<file path="config.mk">
export PLATFORM = sky130hd
export DESIGN_NAME = tlb_lookup_unit
export DESIGN_NICKNAME = d
export VERILOG_FILES = /design/src/rtl/tlb_lookup_unit.sv
export SDC_FILE = /design/constraint.sdc
export NUM_CORES = 2
export LEC_CHECK = 0
export ABC_CLOCK_PERIOD_IN_PS = 4100
export CAP_MARGIN = 25
export CORE_MARGIN = 5
export CORE_UTILIZATION = 55
export DETAILED_ROUTE_END_ITERATION = 8
export PLACE_DENSITY = 0.73
export SYNTH_ARGS = -nofsm -noshare
export SYNTH_HDL_FRONTEND = slang
export SYNTH_SLANG_ARGS = --single-unit
</file>
<file path="constraint.sdc">
create_clock -name clk -period 4.1 [get_ports clk]
set_input_delay 0.82 -clock clk [delete_from_list [all_inputs] [get_ports clk]]
set_output_delay 0.82 -clock clk [all_outputs]
set_load 0.02 [all_outputs]
</file>
<file path="src/rtl/tlb_lookup_unit.sv">
// Fully associative MIPS32 joint TLB (4 KB pages) answering MMU lookups over an en/rdy handshake.
// Each entry maps an even/odd page pair; CP0 writes entries through a single-cycle write port.
module tlb_lookup_unit #(
  parameter int NENTRY = 16,
  parameter int IDXW   = 4
) (
  input  logic            clk,
  input  logic            rst,
  input  logic            tlb_en,
  input  logic [31:0]     tlb_vaddr,
  input  logic            tlb_refs,
  input  logic [7:0]      asid,
  output logic            tlb_rdy,
  output logic [31:0]     tlb_paddr,
  output logic            tlb_cat,
  output logic            tlb_tlbr,
  output logic            tlb_tlbi,
  output logic            tlb_tlbm,
  input  logic            wr_en,
  input  logic [IDXW-1:0] wr_index,
  input  logic [31:0]     wr_entryhi,
  input  logic [31:0]     wr_entrylo0,
  input  logic [31:0]     wr_entrylo1
);

  typedef enum logic [1:0] {S_IDLE, S_CMP, S_RESP} state_e;

  typedef struct packed {
    logic [19:0] pfn;
    logic [2:0]  c;
    logic        d;
    logic        v;
  } page_t;

  typedef struct packed {
    logic [18:0] vpn2;
    logic [7:0]  asid;
    logic        g;
    page_t       even;
    page_t       odd;
  } entry_t;

  typedef struct packed {
    logic [31:0] vaddr;
    logic        refs;
    logic [7:0]  asid;
  } req_t;

  typedef struct packed {
    logic [31:0] paddr;
    logic        cat;
    logic        tlbr;
    logic        tlbi;
    logic        tlbm;
  } res_t;

  state_e state_q, state_d;
  req_t   req_q, req_d;
  res_t   res_q, res_d;
  entry_t ent_q [NENTRY];
  entry_t ent_d [NENTRY];

  entry_t            wr_entry;
  logic              latch_req;
  logic              req_changed;
  logic [NENTRY-1:0] match;
  logic              hit;
  logic [IDXW-1:0]   hit_idx;
  page_t             sel;
  res_t              cmp_res;

  // Reserved EntryHi/EntryLo bits carry no state in this TLB.
  logic unused_wr_bits;
  assign unused_wr_bits = ^{wr_entryhi[12:8], wr_entrylo0[31:26], wr_entrylo1[31:26]};

  always_comb begin
    wr_entry.vpn2      = wr_entryhi[31:13];
    wr_entry.asid      = wr_entryhi[7:0];
    wr_entry.g         = wr_entrylo0[0] & wr_entrylo1[0];
    wr_entry.even.pfn  = wr_entrylo0[25:6];
    wr_entry.even.c    = wr_entrylo0[5:3];
    wr_entry.even.d    = wr_entrylo0[2];
    wr_entry.even.v    = wr_entrylo0[1];
    wr_entry.odd.pfn   = wr_entrylo1[25:6];
    wr_entry.odd.c     = wr_entrylo1[5:3];
    wr_entry.odd.d     = wr_entrylo1[2];
    wr_entry.odd.v     = wr_entrylo1[1];
  end

  // NOTE: every always_comb output gets a full default before any conditional
  // assignment; a path that leaves one unassigned would infer a latch.
  always_comb begin
    ent_d = ent_q;
    if (wr_en) ent_d[wr_index] = wr_entry;
  end

  always_comb begin
    for (int i = 0; i < NENTRY; i++) begin
      match[i] = (ent_q[i].vpn2 == req_q.vaddr[31:13]) &&
                 (ent_q[i].g || (ent_q[i].asid == req_q.asid));
    end
  end

  // Scan downward so the lowest matching index wins.
  always_comb begin
    hit     = 1'b0;
    hit_idx = '0;
    for (int i = NENTRY - 1; i >= 0; i--) begin
      if (match[i]) begin
        hit     = 1'b1;
        hit_idx = IDXW'(i);
      end
    end
  end

  always_comb begin
    sel     = req_q.vaddr[12] ? ent_q[hit_idx].odd : ent_q[hit_idx].even;
    cmp_res = '0;
    if (!hit) begin
      cmp_res.tlbr = 1'b1;
    end else if (!sel.v) begin
      cmp_res.tlbi = 1'b1;
    end else if (req_q.refs && !sel.d) begin
      cmp_res.tlbm = 1'b1;
    end else begin
      cmp_res.paddr = {sel.pfn, req_q.vaddr[11:0]};
      cmp_res.cat   = (sel.c == 3'b011);
    end
  end

  assign req_changed = ({tlb_vaddr, tlb_refs, asid} != req_q);

  // Next-state logic.
  always_comb begin
    state_d   = state_q;
    latch_req = 1'b0;
    case (state_q)
      S_IDLE: begin
        if (tlb_en) begin
          latch_req = 1'b1;
          state_d   = S_CMP;
        end
      end
      S_CMP: state_d = S_RESP;
      S_RESP: begin
        if (!tlb_en) begin
          state_d = S_IDLE;
        end else if (wr_en || req_changed) begin
          latch_req = 1'b1;
          state_d   = S_CMP;
        end
      end
      default: state_d = S_IDLE;
    endcase
  end

  always_comb begin
    req_d = latch_req ? {tlb_vaddr, tlb_refs, asid} : req_q;
    res_d = (state_q == S_CMP) ? cmp_res : res_q;
  end

  // Output logic: the registered result is only exposed while responding.
  always_comb begin
    tlb_rdy   = (state_q == S_RESP);
    tlb_paddr = tlb_rdy ? res_q.paddr : '0;
    tlb_cat   = tlb_rdy & res_q.cat;
    tlb_tlbr  = tlb_rdy & res_q.tlbr;
    tlb_tlbi  = tlb_rdy & res_q.tlbi;
    tlb_tlbm  = tlb_rdy & res_q.tlbm;
  end

  // NOTE: the entry array is reset like any other register: a cleared V/G
  // guarantees no stale translation can hit after reset, which a RAM cannot give.
  always_ff @(posedge clk) begin
    if (rst) begin
      state_q <= S_IDLE;
      req_q   <= '0;
      res_q   <= '0;
      ent_q   <= '{default: '0};
    end else begin
      state_q <= state_d;
      req_q   <= req_d;
      res_q   <= res_d;
      ent_q   <= ent_d;
    end
  end

endmodule

</file>
==> results.tsv <==
metric	value	unit
HP Class	flop to flop	
most common cell after layout, fill and taps aside	nand2_1	
Setup crit end kind	flop	
unrepaired setup endpoints after global routing	true	
placed insts	8788	
area of the core	106600	µm²
CTS tree	yes	
CP dominant cell by count	buf_4	
final hold viol count	0	
final worst-path cycle share	1.051	
Clock Tree Root	clkbuf_16	
post-route cell area	70130	µm²
CTS buffer count	137	
Post-Syn Nets	7678	
DR vias/cell	5.958	
Placement Cell Area	63920	µm²
dominant synthesized flop cell	dfxtp_1	
Net count, final	7736	
Fmax	232.1	MHz
R2R depth	18	
syn_area_per_cell	7.811	µm²
Fin Hold WS	0.4515	ns
Post-Syn Instances	7533	
Initial DRC Count	6061	
worst hold endpoint	ent_q[940]	
I/O Buffers	164	
antenna viol nets, final	0	
gr ovfl total	0	
initial core utilization	0.5519	
outcome	finished with violations	
die area	113600	µm²
I/O pin count	182	
dpl hpwl	121.9	mm
Sink Count	1327	
CTS clock-pin slew for the worst setup and hold paths	0.06	ns
fillers	8544	
std cell rows	120	
Area Overhead vs Synth	19.19	%
DRC viols	0	
CP Data Required Time	4.74	ns
largest family of logic cells by synthesized area	simple AND/OR/NAND/NOR gates	
#FFs+latches synth	1327	
count of warnings emitted by yosys	0	
Pleak	27.56	nW
Compound-Gate Fraction of Synth Area	0.1403	
Min-Delay Path Depth	2	
Crit Path Max Fanout	11	
largest delay contributor family on the critical path	compound AO/OA/AOI/OAI gates	
hold buffer count at CTS	0	
min cycle time layout	4.309	ns
pre-CTS WS	-0.2579	ns
final clock skew	0.02699	ns
Pwr Density	439.8	nW/µm²
final cell count without fillers	9114	
Post-Route WL	202.5	mm
Worst-Skew Late Latency	0.76	ns
Worst Setup SP	req_q[35]	
Cell Area, Synth	58840	µm²
post-synthesis mux area share	0.07987	
Setup violations, final	35	
simple-gate share of the synthesized area	0.2036	
adder-cell area share of the yosys netlist	0	
reg2reg setup slack	-0.21	ns
Die X	337.1	µm
ys async rst share	0	
total number of vias	54300	
All-Layer GR Usage	0.3391	
first-pass GRT wire length	300.2	mm
number of flops mapped to enable cells by yosys	0	
register area share after synthesis	0.4515	
CTS H-tree lvls	4	
post-DR wirelength/cell	22.22	µm
Tightest Pin Transition	1.181	ns
Pre-antenna DRT Iters	8	
crit path kind	flop to flop	
initial antenna violation count	19	
RD Place Congestion	0.9298	
CP cell instances	buf_12, buf_6, xor2_1, nor4_1, nand2_1, or4_4, a211oi_2, o31a_2, o21a_4, buf_4, buf_4, buf_4, mux2i_1, mux2i_1, o21ai_0, nand2_2, o21ai_0, o21ai_2	
hold path startpoint	ent_q[940]	
Die H	337.1	µm
Final WS setup	-0.2089	ns
critical path's slowest cell	or4_4	
Worst slew margin	0.2103	
worst path bufs/invs	5	
most frequent cells in the layout	2600 x nand2_1, 1316 x dfxtp_1, 1259 x a21oi_1	
share of cells above drive strength 1	0.1152	
Netlist cell types	61	
XOR/XNOR Fraction of Synth Area	0.07026	
Reg2Reg Launch Point	req_q[35]	
pins over their slew limit	0	
Max Buffers Root-to-Sink	3	
endpoint arrival time on the critical path	4.95	ns
Pwr Total	30.84	mW
Setup crit start kind	flop	
worst vdd ir	331.9	µV
worst reg2reg endpoint	res_q[25]	
largest net degree at the start of global routing	142	
Max-Cap Viols	0	
vias in the first global route	51130	
Slowest Stage Delay on Critical Path	0.50	ns
failing checks	setup timing	
## routing by layer
layer / routed length, µm / vias up / GRT usage
met4: 13350 / 14 / 0.2057
li1: - / 24900 / -
met3: 21020 / 683 / 0.07076
met2: 91020 / 2808 / 0.5383
met1: 77040 / 25900 / 0.4254
met5: 92 / - / 0
## flip-flops by register name (all words and copies together), names as in the netlist
name	flops
req_q	41
state_q	2
res_q	36
ent_q	1248
## Yosys cell counts, types with 43 or more instances
cell type  number  area share
and2_1         43      0.0046
buf_2          51      0.0043
o21ai_0        99      0.0084
dfxtp_1      1327        0.45
mux2i_1       465       0.079
nand3_1        53      0.0045
nor2_1         64      0.0041
nor4_1        113       0.012
xor2_1        395       0.059
clkbuf_1      592       0.038
a21oi_1      1267        0.11
nand2_1      2618        0.17
a221oi_1       82       0.012
xnor2_1        77       0.011
## worst max path at each step
stage | slack (ns) | cells after the start | to
floorplan | 0.52 | 17 | res_q[17]
global placement | -0.74 | 19 | res_q[30]
detailed placement | -0.26 | 19 | res_q[35]
CTS | -0.17 | 20 | res_q[25]
global route | -0.29 | 20 | res_q[28]
finish | -0.21 | 18 | res_q[25]
## per-stage QoR
step,setup TNS (ns),util
2_1_floorplan,0,-
5_1_grt,-7.351,0.6576
3_5_place_dp,-7.773,0.5996
4_1_cts,-4.627,0.6473
3_3_place_gp,-18.04,0.5986
6_report,-4.861,0.6579
## where the power goes
group / leakage (nW) / internal [mW] / switching [mW] / total (mW)
Combinational: 14.6 / 2.06 / 2.88 / 4.94
Clock: 2.26 / 7.44 / 5.28 / 12.7
Sequential: 10.7 / 13.1 / 0.115 / 13.2
## repair_timing
action	in CTS	in global routing
endpoints found under the hold margin	0	0
gates cloned	3	12
setup endpoints to repair	35	35
buffers inserted	20	34
resized for setup	69	145
pin swaps	27	71
## area by class of cell
cell class / count / area (µm²) / area share
clock buffers: 209 / 4156 / 0.05927
flip-flops and latches: 1327 / 26580 / 0.3791
clock inverters: 38 / 421.7 / 0.006013
diodes: 12 / 30.03 / 0.0004282
inverters: 19 / 71.32 / 0.001017
repair buffers: 649 / 7226 / 0.1030
well taps: 1403 / 1755 / 0.02503
multi-input cells: 5457 / 29880 / 0.4261
## tightest hold or removal path, cell delays in order, from the launching register on
cell and delay (ns):
dfxtp_1 0.30, nand2_1 0.05, a21oi_1 0.05
## logic make-up after synthesis
kind of cell    Yosys count
flops                  1327
buf+inv                 749
simple gates           2989
compound gates         1528
mux                     468
xor+xnor                472
No activity file was read; power rests on OpenSTA's default activity.
